<file path="src/rtl/cola_teclado_pkg.sv">
// Shared keypad definitions: default geometry, key-code type and code mapping.
// Used by the debounce stage, the key FIFO and downstream consumers.
package cola_teclado_pkg;

   localparam int WIDTH_DEF = 4;
   localparam int DEPTH_DEF = 4;
   localparam int IDX_W     = $clog2(WIDTH_DEF);
   localparam int CODE_W    = 2 * IDX_W;

   typedef logic [CODE_W-1:0] key_code_t;

   // Code = row * WIDTH + col
   function automatic key_code_t calc_code(input logic [IDX_W-1:0] row_idx,
                                           input logic [IDX_W-1:0] col_idx);
      return key_code_t'(key_code_t'(row_idx) * key_code_t'(WIDTH_DEF) + key_code_t'(col_idx));
   endfunction

endpackage

</file>
<file path="src/rtl/cola_teclado_if.sv">
// Keypad press input and key-code output handshake of the key FIFO.
interface cola_teclado_if
   import cola_teclado_pkg::*;
#(parameter int WIDTH = WIDTH_DEF);
   logic             key_event;
   logic [WIDTH-1:0] key_col;
   logic [WIDTH-1:0] key_row;
   logic             key_valid;
   key_code_t        key_code;
   logic             key_ready;

   modport master (output key_event, key_col, key_row, key_ready,
                   input  key_valid, key_code);
   modport slave  (input  key_event, key_col, key_row, key_ready,
                   output key_valid, key_code);
endinterface

</file>
<file path="src/rtl/cola_teclado_onehot_a_indice.sv">
// One-hot vector to bit index, plus a flag that exactly one bit is set.
module onehot_a_indice #(
   parameter int WIDTH = 4,
   parameter int IW    = $clog2(WIDTH)
) (
   input  logic [WIDTH-1:0] vec,
   output logic [IW-1:0]    idx,
   output logic             one
);
   // Zero bits or several bits both count as not one-hot
   assign one = (vec != '0) && ((vec & (vec - WIDTH'(1))) == '0);

   always_comb begin
      idx = '0;
      for (int i = 0; i < WIDTH; i++)
         if (vec[i]) idx = IW'(i);
   end
endmodule

</file>
<file path="src/rtl/cola_teclado.sv">
// Keypad key FIFO: validates debounced presses, stores key codes first-word-fall-through,
// and keeps sticky overflow / bad-code flags.
module cola_teclado
   import cola_teclado_pkg::*;
#(
   parameter int WIDTH = WIDTH_DEF,
   parameter int DEPTH = DEPTH_DEF
) (
   input  logic                   clk,
   input  logic                   rst,
   cola_teclado_if.slave          kb,
   input  logic                   clr_flags,
   output logic [$clog2(DEPTH):0] count,
   output logic                   overflow,
   output logic                   err_code
);
   localparam int IW = $clog2(WIDTH);
   localparam int AW = $clog2(DEPTH);
   localparam logic [AW:0] FULL = (AW+1)'(DEPTH);

   logic [IW-1:0] row_idx, col_idx;
   logic          row_ok, col_ok;

   onehot_a_indice #(.WIDTH(WIDTH)) u_row (.vec(kb.key_row), .idx(row_idx), .one(row_ok));
   onehot_a_indice #(.WIDTH(WIDTH)) u_col (.vec(kb.key_col), .idx(col_idx), .one(col_ok));

   key_code_t     mem [DEPTH];
   logic [AW-1:0] wr_ptr, rd_ptr;
   logic          good, bad, pop, push, drop_full;

   assign good      = kb.key_event & row_ok & col_ok;
   assign bad       = kb.key_event & ~(row_ok & col_ok);
   assign pop       = (count != '0) & kb.key_ready;
   // A pop in the same cycle frees a slot, so a full FIFO can still accept
   assign push      = good & ((count != FULL) | pop);
   assign drop_full = good & ~push;

   assign kb.key_valid = (count != '0);
   assign kb.key_code  = kb.key_valid ? mem[rd_ptr] : '0;

   always_ff @(posedge clk)
      if (!rst && push) mem[wr_ptr] <= calc_code(row_idx, col_idx);

   always_ff @(posedge clk) begin
      if (rst) begin
         wr_ptr   <= '0;
         rd_ptr   <= '0;
         count    <= '0;
         overflow <= 1'b0;
         err_code <= 1'b0;
      end else begin
         if (push) wr_ptr <= wr_ptr + 1'b1;
         if (pop)  rd_ptr <= rd_ptr + 1'b1;
         case ({push, pop})
            2'b10:   count <= count + 1'b1;
            2'b01:   count <= count - 1'b1;
            default: count <= count;
         endcase
         // A new drop in the clearing cycle keeps the flag set
         overflow <= (overflow & ~clr_flags) | drop_full;
         err_code <= (err_code & ~clr_flags) | bad;
      end
   end
endmodule

</file>
<file path="src/flat_wrapper.sv">
// flat-port wrapper written by rule: the top's interface ports become plain ports
module cola_teclado_flat import cola_teclado_pkg::*;
#(
   parameter int WIDTH = WIDTH_DEF,
   parameter int DEPTH = DEPTH_DEF
)
  (clk, rst, clr_flags, count, overflow, err_code, kb_key_event, kb_key_col, kb_key_row, kb_key_ready, kb_key_valid, kb_key_code);
  cola_teclado_if #(.WIDTH(WIDTH)) kb_i ();
  input  logic clk;
  input  logic rst;
  input  logic clr_flags;
  output logic [$clog2(DEPTH):0] count;
  output logic overflow;
  output logic err_code;
  input wire logic [$bits(kb_i.key_event)-1:0] kb_key_event;
  input wire logic [$bits(kb_i.key_col)-1:0] kb_key_col;
  input wire logic [$bits(kb_i.key_row)-1:0] kb_key_row;
  input wire logic [$bits(kb_i.key_ready)-1:0] kb_key_ready;
  output wire logic [$bits(kb_i.key_valid)-1:0] kb_key_valid;
  output wire logic [$bits(kb_i.key_code)-1:0] kb_key_code;
  assign kb_i.key_event = kb_key_event;
  assign kb_i.key_col = kb_key_col;
  assign kb_i.key_row = kb_key_row;
  assign kb_i.key_ready = kb_key_ready;
  assign kb_key_valid = kb_i.key_valid;
  assign kb_key_code = kb_i.key_code;
  cola_teclado #(.WIDTH(WIDTH), .DEPTH(DEPTH)) u_core (.clk(clk), .rst(rst), .kb(kb_i), .clr_flags(clr_flags), .count(count), .overflow(overflow), .err_code(err_code));
endmodule
</file>
<file path="config.mk">
export PLATFORM = sky130hd
export DESIGN_NAME = cola_teclado_flat
export DESIGN_NICKNAME = d
export VERILOG_FILES = /design/src/rtl/cola_teclado_pkg.sv /design/src/rtl/cola_teclado_if.sv /design/src/rtl/cola_teclado_onehot_a_indice.sv /design/src/rtl/cola_teclado.sv /design/src/flat_wrapper.sv
export SDC_FILE = /design/constraint.sdc
export NUM_CORES = 1
export LEC_CHECK = 0
export BUFFER_PORTS_ARGS = -buffer_cell sky130_fd_sc_hd__buf_2
export CORE_ASPECT_RATIO = 0.75
export CORE_MARGIN = 3
export CORE_UTILIZATION = 40
export CTS_CLUSTER_SIZE = 30
export DETAILED_ROUTE_END_ITERATION = 6
export GPL_TIMING_DRIVEN = 0
export SLEW_MARGIN = 20
export SYNTH_ARGS = -nofsm -noshare
export SYNTH_HDL_FRONTEND = slang
export SYNTH_HIERARCHICAL = 1
export SYNTH_SLANG_ARGS = --single-unit
</file>
<file path="constraint.sdc">
create_clock -name clk -period 2.36 [get_ports clk]
set_input_delay 0 -clock clk [delete_from_list [all_inputs] [get_ports clk]]
set_output_delay 0 -clock clk [all_outputs]
set_load 0.01 [all_outputs]
</file>
==> run_results.csv, run 1 <==
group,metric,value,unit
worst_setup_path,cp_max_fo,6,
worst_setup_path,reg2reg_depth,6,
cts,insertion_delay,0.26,ns
power,p_leak,0.5677,nW
power,clkPwrFrac,0.215,
finish,drive_gt1_frac,0.2791,
die,fp.dieArea,3905,sq um
sta,min_period_over_period,0.8310,
finish,fin_nets,148,
worst_setup_path,critPathLaunchType,"flop",
power,internal_power,0.8193,mW
grt,grt_pass1_wl,3.594,mm
power,netSwitchingPower,0.3404,mW
worst_setup_path,path_buf_inv,1,
yosys,postSynthNetCount,119,
yosys,synth_seq_area_share,0.5501,
power,power.density,774.9,nW/um^2
sta,rsz0062_at_grt,"no",
detailed_routing,num_vias,846,
cts,clock_path_buffers,2,
hold_path,hp-class,"in2reg",
cts,clkSlewWorstSetupHoldPaths,0.09,ns
grt,antenna_found_initial,0,
finish,diodes,0,
detailed_routing,drtPass1Iterations,4,
grt,overflow,0,
detailed_routing,drtAntennaViolNets,0,
detailed_routing,wirelength,2.187,mm
place,place_ws,0.2095,ns
finish,syn2layout_area_growth,17.49,%
die,fp.dieH,54.87,microns
detailed_routing,vias_per_cell,5.066,
power,ir_worst_vdd,266.7,uV
power,total_power,1.160,mW
detailed_routing,post-route-drc-count,0,
grt,first_global_vias,798,
yosys,synth-seq-cells,27,
sta,fin_crit,1.961,ns
detailed_routing,wl_per_cell,13.10,microns
worst_setup_path,rr_endpoint,"u_core/count[2]",
sta,tightest_slew,0.6412,ns
worst_setup_path,cp_slowest_cell,"dfxtp_1",
power,p_sw_frac,0.2935,
hold_path,min_to,"u_core/overflow",
die,core,2999,sq um
yosys,synth_warnings,6,
yosys,synthAdderAreaFrac,0.05501,
hold_path,hold_path_depth,4,
yosys,synth-edff-count,16,
flow_run,maxCapViolations,0,
yosys,synthesis.area,1274,sq um
worst_setup_path,worstPathCellList,"o31a_1, and2_4, inv_1, fa_1, mux2i_1, mux2_1",
power,p_comb_frac,0.287,
worst_setup_path,r2r_start,"u_core/count[2]",
worst_setup_path,cp_top_family,"multiplexers",
yosys,synth_mux_area_frac,0.1041,
yosys,synth-simple-area-share,0.1817,
sta,hold_viol,0,
worst_setup_path,r2r_setup_slack,0.40,ns
cts,cts_root_buf,"clkbuf_8",
worst_setup_path,startpoint,"u_core/count[2]",
die,ios,23,
cts,cts_sinks,27,
die,start_util,0.4247,
yosys,synthXorXnorAreaFrac,0.03438,
worst_setup_path,crit_type,"reg2reg",
die,fp-row-count,17,
power,power_frac_seq,0.498,
grt,grt_max_degree,15,
die,die_w,71.16,microns
cts,cts.repair.resized,0,
yosys,avgSynthCellArea,12.61,sq um
yosys,synth_top_family_by_area,"simple AND/OR/NAND/NOR gates",
sta,maxSlewHeadroom,0.5693,
detailed_routing,drt_iter0_drc,44,
yosys,netlist-cell-type-count,29,
worst_setup_path,required,2.52,ns
cts,cts_tree,"done",
sta,max_freq,509.9,MHz
cts,cts_htree_levels,1,
yosys,syn_inst,101,
sta,tns,0,ns
sta,slew_violations,0,
place,io_buffers,22,
yosys,async_flop_share,0,
place,gp_congestion,0.6666,
sta,finClkSkew,0.005210,ns
hold_path,min_from,"kb_key_ready",
worst_setup_path,slowest_delay,0.43,ns
outcome,status,"completed",
worst_setup_path,arrival,2.12,ns
place,dp_hpwl,1.736,mm
sta,worst_slack,0.3989,ns
sta,setup_viol,0,
grt,grt_usage,0.1258,
yosys,synth_compound_area_frac,0.04813,
yosys,synthFlopType,"edfxtp_1",
worst_setup_path,critPathCaptureType,"flop",
cts,cts_buffers,3,
cts,postCtsSetupBuffers,0,
==> cells in the mapped netlist (all sizes together) (3+ instances only) <==
cell type	count	share of area
ha	4	0.039
inv	8	0.024
xnor2	4	0.028
or4b	4	0.031
a21oi	3	0.012
mux4	4	0.071
nor2b	6	0.029
and2	5	0.027
dfxtp	11	0.17
nor2	11	0.032
edfxtp	16	0.38
nor3	3	0.016
==> metrics by stage <==
stage / area [sq um] / hold WS, ns / util / std cells
2_1_floorplan: 1274 / 0.1391 / - / 101
3_3_place_gp: 1431 / 0.2446 / 0.4773 / 161
3_5_place_dp: 1431 / 0.2862 / 0.4773 / 161
4_1_cts: 1496 / 0.05979 / 0.4990 / 167
5_1_grt: 1496 / 0.06189 / 0.4990 / 167
6_report: 1496 / 0.06285 / 0.4990 / 167
==> power groups by stage <==
stage	sequential (mW)	combinational [mW]	clock, mW
after global placement	0.586	0.326	0
after floorplan	0.586	0.221	0
after detailed placement	0.591	0.336	0
after CTS	0.580	0.339	0.254
after global routing	0.586	0.373	0.271
final	0.578	0.332	0.250
==> tightest hold or removal path: stages <==
cell      delay [ns]
buf_2           0.09
nor4b_2         0.07
nand2b_1        0.07
a21oi_1         0.05
==> metal layers <==
metal | vias up | wire length, microns | GRT usage
li1 | 412 | - | -
met1 | 415 | 1048 | 0.1534
met2 | 17 | 1032 | 0.2226
met3 | 2 | 94 | 0.03853
met4 | 0 | 12 | 0.02813
met5 | - | 0 | 0
==> area by class of cell <==
class / count / area, sq um
buffer: 1 / 3.754
multi-input combinational: 65 / 539.3
inverter: 8 / 30.03
fill: 283 / 1503
sequential: 27 / 700.7
timing repair buffer: 24 / 130.1
clock buffer: 4 / 45.04
tap: 38 / 47.55
==> worst max path at each step <==
stage	to	slack [ns]	cells after the start
2_1_floorplan	u_core/count[2]	0.51	8
3_3_place_gp	u_core/count[2]	0.25	9
3_5_place_dp	u_core/count[2]	0.21	9
4_1_cts	u_core/count[2]	0.40	6
5_1_grt	u_core/count[2]	0.31	6
6_report	u_core/count[2]	0.40	6
==> flip-flops by register name, indices dropped and copies added, names as in the netlist, named ones only <==
| register | count |
|---|---|
| u_core/overflow | 1 |
| u_core/err_code | 1 |
| u_core/wr_ptr | 2 |
| u_core/mem | 16 |
| u_core/count | 3 |
| u_core/rd_ptr | 2 |
==> cell families (layout without fill, tap and decap cells) <==
| family | Yosys count | after routing |
|---|---|---|
| xor gates and xnor gates | 5 | 5 |
| AOI/OAI and AO/OA | 9 | 9 |
| buffers and inverters | 9 | 37 |
| muxes | 8 | 8 |
| and+or+nand+nor | 38 | 38 |
| DFF | 27 | 27 |
| adders and majority gates | 5 | 5 |
==> timing repair <==
item | 4_1_cts | 5_1_grt
setup endpoints to repair | 0 | 0
hold endpoints to repair | 2 | 0
hold buffers | 2 | 0
==> cells in the final DEF, fill, tap and decap left out, drive strengths merged, types with 3 or more instances in the layout <==
cell type,synthesis,layout
a21oi,3,3
edfxtp,16,16
nor2,11,11
nor2b,6,6
clkbuf,1,5
dfxtp,11,11
and2,5,5
or4b,4,4
inv,8,8
nor3,3,3
buf,0,22
ha,4,4
mux4,4,4
xnor2,4,4
Power figures use the tool's default switching activity.
==> inputs of run 2 (changes only) <==
Clock period 2.36 ns to 1.9 ns, I/O delays scaled along.
==> run_results.csv, run 2 (synthesis results as in run 1) <==
group,metric,value,unit
outcome,status,"completed",
worst_setup_path,crit_type,"in2reg",
cts,insertion_delay,0.26,ns
worst_setup_path,reg2reg_depth,6,
die,ios,23,
detailed_routing,post-route-drc-count,0,
sta,finClkSkew,0.004211,ns
place,dp_hpwl,1.736,mm
sta,rsz0062_at_grt,"no",
sta,fin_crit,1.813,ns
finish,final_common_cell,"buf_2",
finish,largestRegisters,"u_core/mem (16), u_core/count (3)",
worst_setup_path,r2r_setup_slack,0.12,ns
cts,cts_sinks,27,
worst_setup_path,r2r_start,"u_core/count[1]",
grt,first_global_vias,795,
grt,overflow,0,
grt,grt_max_degree,15,
finish,largest_reg_flops,16,
sta,holdWs,0.06489,ns
worst_setup_path,arrival,1.97,ns
sta,worst_slack,0.08737,ns
hold_path,hp-class,"in2reg",
sta,tightest_slew,0.6418,ns
sta,setup_viol,0,
die,fp-row-count,17,
die,start_util,0.4247,
worst_setup_path,cp_max_fo,5,
die,fp.dieArea,3905,sq um
hold_path,min_to,"u_core/overflow",
die,die_w,71.16,microns
cts,cts_root_buf,"clkbuf_8",
sta,slew_violations,0,
cts,cts_htree_levels,1,
worst_setup_path,critPathCaptureType,"flop",
detailed_routing,wirelength,2.231,mm
cts,cts_tree,"done",
sta,tns,0,ns
worst_setup_path,rr_endpoint,"u_core/count[2]",
hold_path,hold_path_depth,4,
finish,regMostFlops,"u_core/mem",
place,gp_congestion,0.6666,
cts,clkSlewWorstSetupHoldPaths,0.08,ns
flow_run,maxCapViolations,0,
detailed_routing,vias_per_cell,5.018,
finish,drive_gt1_frac,0.3154,
place,place_ws,-0.2505,ns
finish,diodes,0,
worst_setup_path,required,2.06,ns
power,power.density,964.9,nW/um^2
place,io_buffers,22,
grt,grt_usage,0.1274,
grt,grt_pass1_wl,3.629,mm
cts,clock_path_buffers,2,
detailed_routing,wl_per_cell,13.28,microns
detailed_routing,drtPass1Iterations,4,
die,core,2999,sq um
hold_path,min_from,"kb_key_ready",
detailed_routing,num_vias,843,
detailed_routing,drtAntennaViolNets,0,
sta,min_period_over_period,0.9540,
cts,cts_buffers,3,
power,p_leak,0.5747,nW
worst_setup_path,critPathLaunchType,"primary input",
finish,syn2layout_area_growth,18.76,%
grt,antenna_found_initial,0,
die,fp.dieH,54.87,microns
finish,layout_common_cells,"22 x buf_2, 16 x edfxtp_1, 11 x nor2_1, 8 x inv_1, 8 x dfxtp_1",
finish,fin_nets,149,
sta,hold_viol,0,
detailed_routing,drt_iter0_drc,51,
power,ir_worst_vdd,331.5,uV
sta,maxSlewHeadroom,0.5688,
sta,max_freq,551.7,MHz
-- run 2: cell count changes in the layout (fill, tap and decap cells not counted), sizes merged --
| cell | change |
|---|---|
| buf | +1 |
-- run 2: what timing repair did --
action                     in CTS  in global routing
pin swaps                       1                  0
gates resized for setup         0                  4
hold endpoints to repair        2                  0
setup endpoints to repair       1                  1
hold buffers                    2                  0
buffers inserted                1                  0
-- run 2: critical path, stage by stage --
cell,delay (ns)
buf_2,0.11
or4b_1,0.52
o211ai_1,0.17
nand3_2,0.18
and2_4,0.21
inv_1,0.06
fa_1,0.18
mux2i_1,0.21
mux2_1,0.33
-- run 2: layout make-up --
type,instances,area [sq um]
tap,38,47.55
multi-input combinational,65,544.3
inverter,8,30.03
sequential,27,704.4
fill,282,1486
timing repair buffer,25,137.6
clock buffer,4,45.04
buffer,1,3.754
-- run 2: how the worst max path moves through the flow --
stage,start,slack [ns],endpoint
final,kb_key_row[3],0.09,u_core/count[2]
after global routing,kb_key_row[1],0.01,u_core/count[2]
after CTS,kb_key_row[3],0.03,u_core/count[2]
after detailed placement,kb_key_row[3],-0.25,u_core/count[2]
after global placement,kb_key_row[3],-0.21,u_core/count[2]
after floorplan,kb_key_row[3],0.05,u_core/count[2]
-- run 2: routing by layer --
| metal | track usage | share of wire | wire, microns | vias up |
|---|---|---|---|---|
| met5 | 0 | 0 | 0 | - |
| met4 | 0.02813 | 0.0054 | 12 | 0 |
| met3 | 0.03853 | 0.040 | 89 | 2 |
| met2 | 0.2195 | 0.46 | 1036 | 15 |
| met1 | 0.1602 | 0.49 | 1092 | 410 |
| li1 | - | - | - | 416 |
-- run 2: report_power, final --
group / total [mW] / internal [mW] / leakage (nW) / switching [mW]
Clock: 0.310 / 0.150 / 0.0228 / 0.160
Combinational: 0.428 / 0.217 / 0.319 / 0.211
Sequential: 0.722 / 0.665 / 0.233 / 0.0568
-- run 2: per-stage QoR --
stage	cells	utilization	area, sq um	total power [mW]
detailed placement	161	0.4773	1431	1.151
finish	168	0.5044	1513	1.460
floorplan	101	-	1274	1.003
CTS	168	0.5015	1504	1.470
global route	168	0.5044	1513	1.550
global placement	161	0.4773	1431	1.133
==> inputs of run 3 (changes only) <==
Settings changed: RECOVER_POWER from default to 25.
==> run_results.csv, run 3 (synthesis results as in run 1) <==
group,metric,value,unit
outcome,status,"completed",
place,gp_congestion,0.6666,
grt,overflow,0,
grt,first_global_vias,795,
die,ios,23,
worst_setup_path,slowest_delay,0.50,ns
detailed_routing,drtAntennaViolNets,0,
finish,finish.instance_area,1509,sq um
worst_setup_path,r2r_start,"u_core/count[1]",
cts,cts_htree_levels,1,
grt,grt_usage,0.1274,
finish,largest_reg_flops,16,
sta,hold_viol,0,
sta,min_period_over_period,0.9517,
finish,fillers,285,
worst_setup_path,required,2.06,ns
die,fp.dieH,54.87,microns
cts,cts_tree,"done",
hold_path,min_to,"u_core/overflow",
worst_setup_path,worstPathCellList,"buf_2, or4b_1, o211ai_1, nand3_2, and2_4, inv_1, fa_1, mux2i_1, mux2_1",
cts,clock_path_buffers,2,
sta,tightest_slew,0.6418,ns
worst_setup_path,critPathLaunchType,"primary input",
finish,diodes,0,
worst_setup_path,critPathCaptureType,"flop",
detailed_routing,wirelength,2.230,mm
detailed_routing,wl_per_cell,13.27,microns
grt,grt_max_degree,15,
sta,finClkSkew,0.004363,ns
die,fp-row-count,17,
power,power_frac_seq,0.495,
grt,grt_pass1_wl,3.629,mm
die,core,2999,sq um
cts,cts_buffers,3,
place,dp_hpwl,1.736,mm
detailed_routing,num_vias,841,
finish,drive_gt1_frac,0.2923,
hold_path,hp-class,"in2reg",
finish,final_common_cell,"buf_2",
worst_setup_path,cp_num_cells,9,
finish,largestRegisters,"u_core/mem (16), u_core/count (3)",
worst_setup_path,reg2reg_depth,6,
hold_path,hold_path_depth,4,
worst_setup_path,cp_slowest_cell,"or4b_1",
flow_run,maxCapViolations,0,
power,power.density,965.9,nW/um^2
grt,antenna_found_initial,0,
detailed_routing,vias_per_cell,5.006,
detailed_routing,drtPass1Iterations,4,
worst_setup_path,crit_type,"in2reg",
power,netSwitchingPower,0.4262,mW
worst_setup_path,cp_max_fo,5,
sta,setup_viol,0,
worst_setup_path,path_buf_inv,2,
finish,fin_util,0.5031,
sta,max_freq,553.0,MHz
power,clkPwrFrac,0.212,
detailed_routing,drt_iter0_drc,51,
place,io_buffers,22,
power,internal_power,1.031,mW
finish,regMostFlops,"u_core/mem",
die,die_w,71.16,microns
place,place_ws,-0.2505,ns
sta,rsz0062_at_grt,"no",
power,p_sw_frac,0.2925,
cts,insertion_delay,0.26,ns
die,start_util,0.4247,
worst_setup_path,arrival,1.97,ns
finish,layout_common_cells,"19 x buf_2, 16 x edfxtp_1, 11 x nor2_1, 8 x inv_1, 8 x dfxtp_1",
place,postPlaceCellArea,1431,sq um
die,fp.dieArea,3905,sq um
sta,maxSlewHeadroom,0.5688,
sta,fin_crit,1.808,ns
cts,clkSlewWorstSetupHoldPaths,0.08,ns
finish,fin_nets,149,
cts,cts_root_buf,"clkbuf_8",
hold_path,min_from,"kb_key_ready",
sta,slew_violations,0,
worst_setup_path,cp_top_family,"simple AND/OR/NAND/NOR gates",
sta,worst_slack,0.09176,ns
power,p_comb_frac,0.293,
cts,cts_sinks,27,
finish,syn2layout_area_growth,18.47,%
power,ir_worst_vdd,329.0,uV
worst_setup_path,r2r_setup_slack,0.12,ns
power,p_leak,0.5665,nW
detailed_routing,post-route-drc-count,0,
worst_setup_path,rr_endpoint,"u_core/count[2]",
[run 3: worst register-to-register path, delay by kind of cell (launching register included)]
kind,cells,cell delay [ns]
adder cells (fa/ha/maj),1,0.37
AND/OR/NAND/NOR,1,0.18
flip-flops,1,0.38
multiplexers,2,0.51
AO/OA/AOI/OAI,1,0.20
buffers and inverters,1,0.05
[run 3: through the flow]
stage	setup TNS [ns]	hold WS, ns	total power, mW	instances
after floorplan	0	0.1391	1.003	101
after global placement	-1.581	0.2446	1.133	161
after detailed placement	-1.561	0.2862	1.151	161
after CTS	0	0.05979	1.470	168
after global routing	0	0.1059	1.549	168
final	0	0.06519	1.457	168
[run 3: power groups by stage]
stage	logic (mW)	clock network, mW	registers, mW
6_report	0.427	0.309	0.722
5_1_grt	0.480	0.337	0.732
4_1_cts	0.434	0.316	0.720
3_5_place_dp	0.417	0	0.734
3_3_place_gp	0.405	0	0.728
2_1_floorplan	0.275	0	0.728
[run 3: layout make-up]
| cell class | count | area [sq um] | area share |
|---|---|---|---|
| timing repair buffer | 25 | 133.9 | 0.08872 |
| multi-input combinational | 65 | 544.3 | 0.3607 |
| buffer | 1 | 3.754 | 0.002488 |
| clock buffer | 4 | 45.04 | 0.02985 |
| sequential | 27 | 704.4 | 0.4668 |
| inverter | 8 | 30.03 | 0.01990 |
| tap | 38 | 47.55 | 0.03151 |
[run 3: worst max path at each step]
stage                                 end           from  slack [ns]
after floorplan           u_core/count[2]  kb_key_row[3]        0.05
after global placement    u_core/count[2]  kb_key_row[3]       -0.21
after detailed placement  u_core/count[2]  kb_key_row[3]       -0.25
after CTS                 u_core/count[2]  kb_key_row[3]        0.03
after global routing      u_core/count[2]  kb_key_row[1]        0.01
final                     u_core/count[2]  kb_key_row[1]        0.09
[run 3: per-layer routing]
layer,up-vias,track usage,part of all wire
met5,-,0,0
met4,0,0.02813,0.0054
met3,2,0.03853,0.042
met2,15,0.2195,0.46
met1,408,0.1602,0.49
li1,416,-,-
[run 3: what timing repair did]
item | 4_1_cts | 5_1_grt
gates resized for setup | 0 | 4
hold endpoints to repair | 2 | 0
pin swaps | 1 | 0
setup buffers | 1 | 0
setup endpoints to repair | 1 | 1
hold buffers | 2 | 0
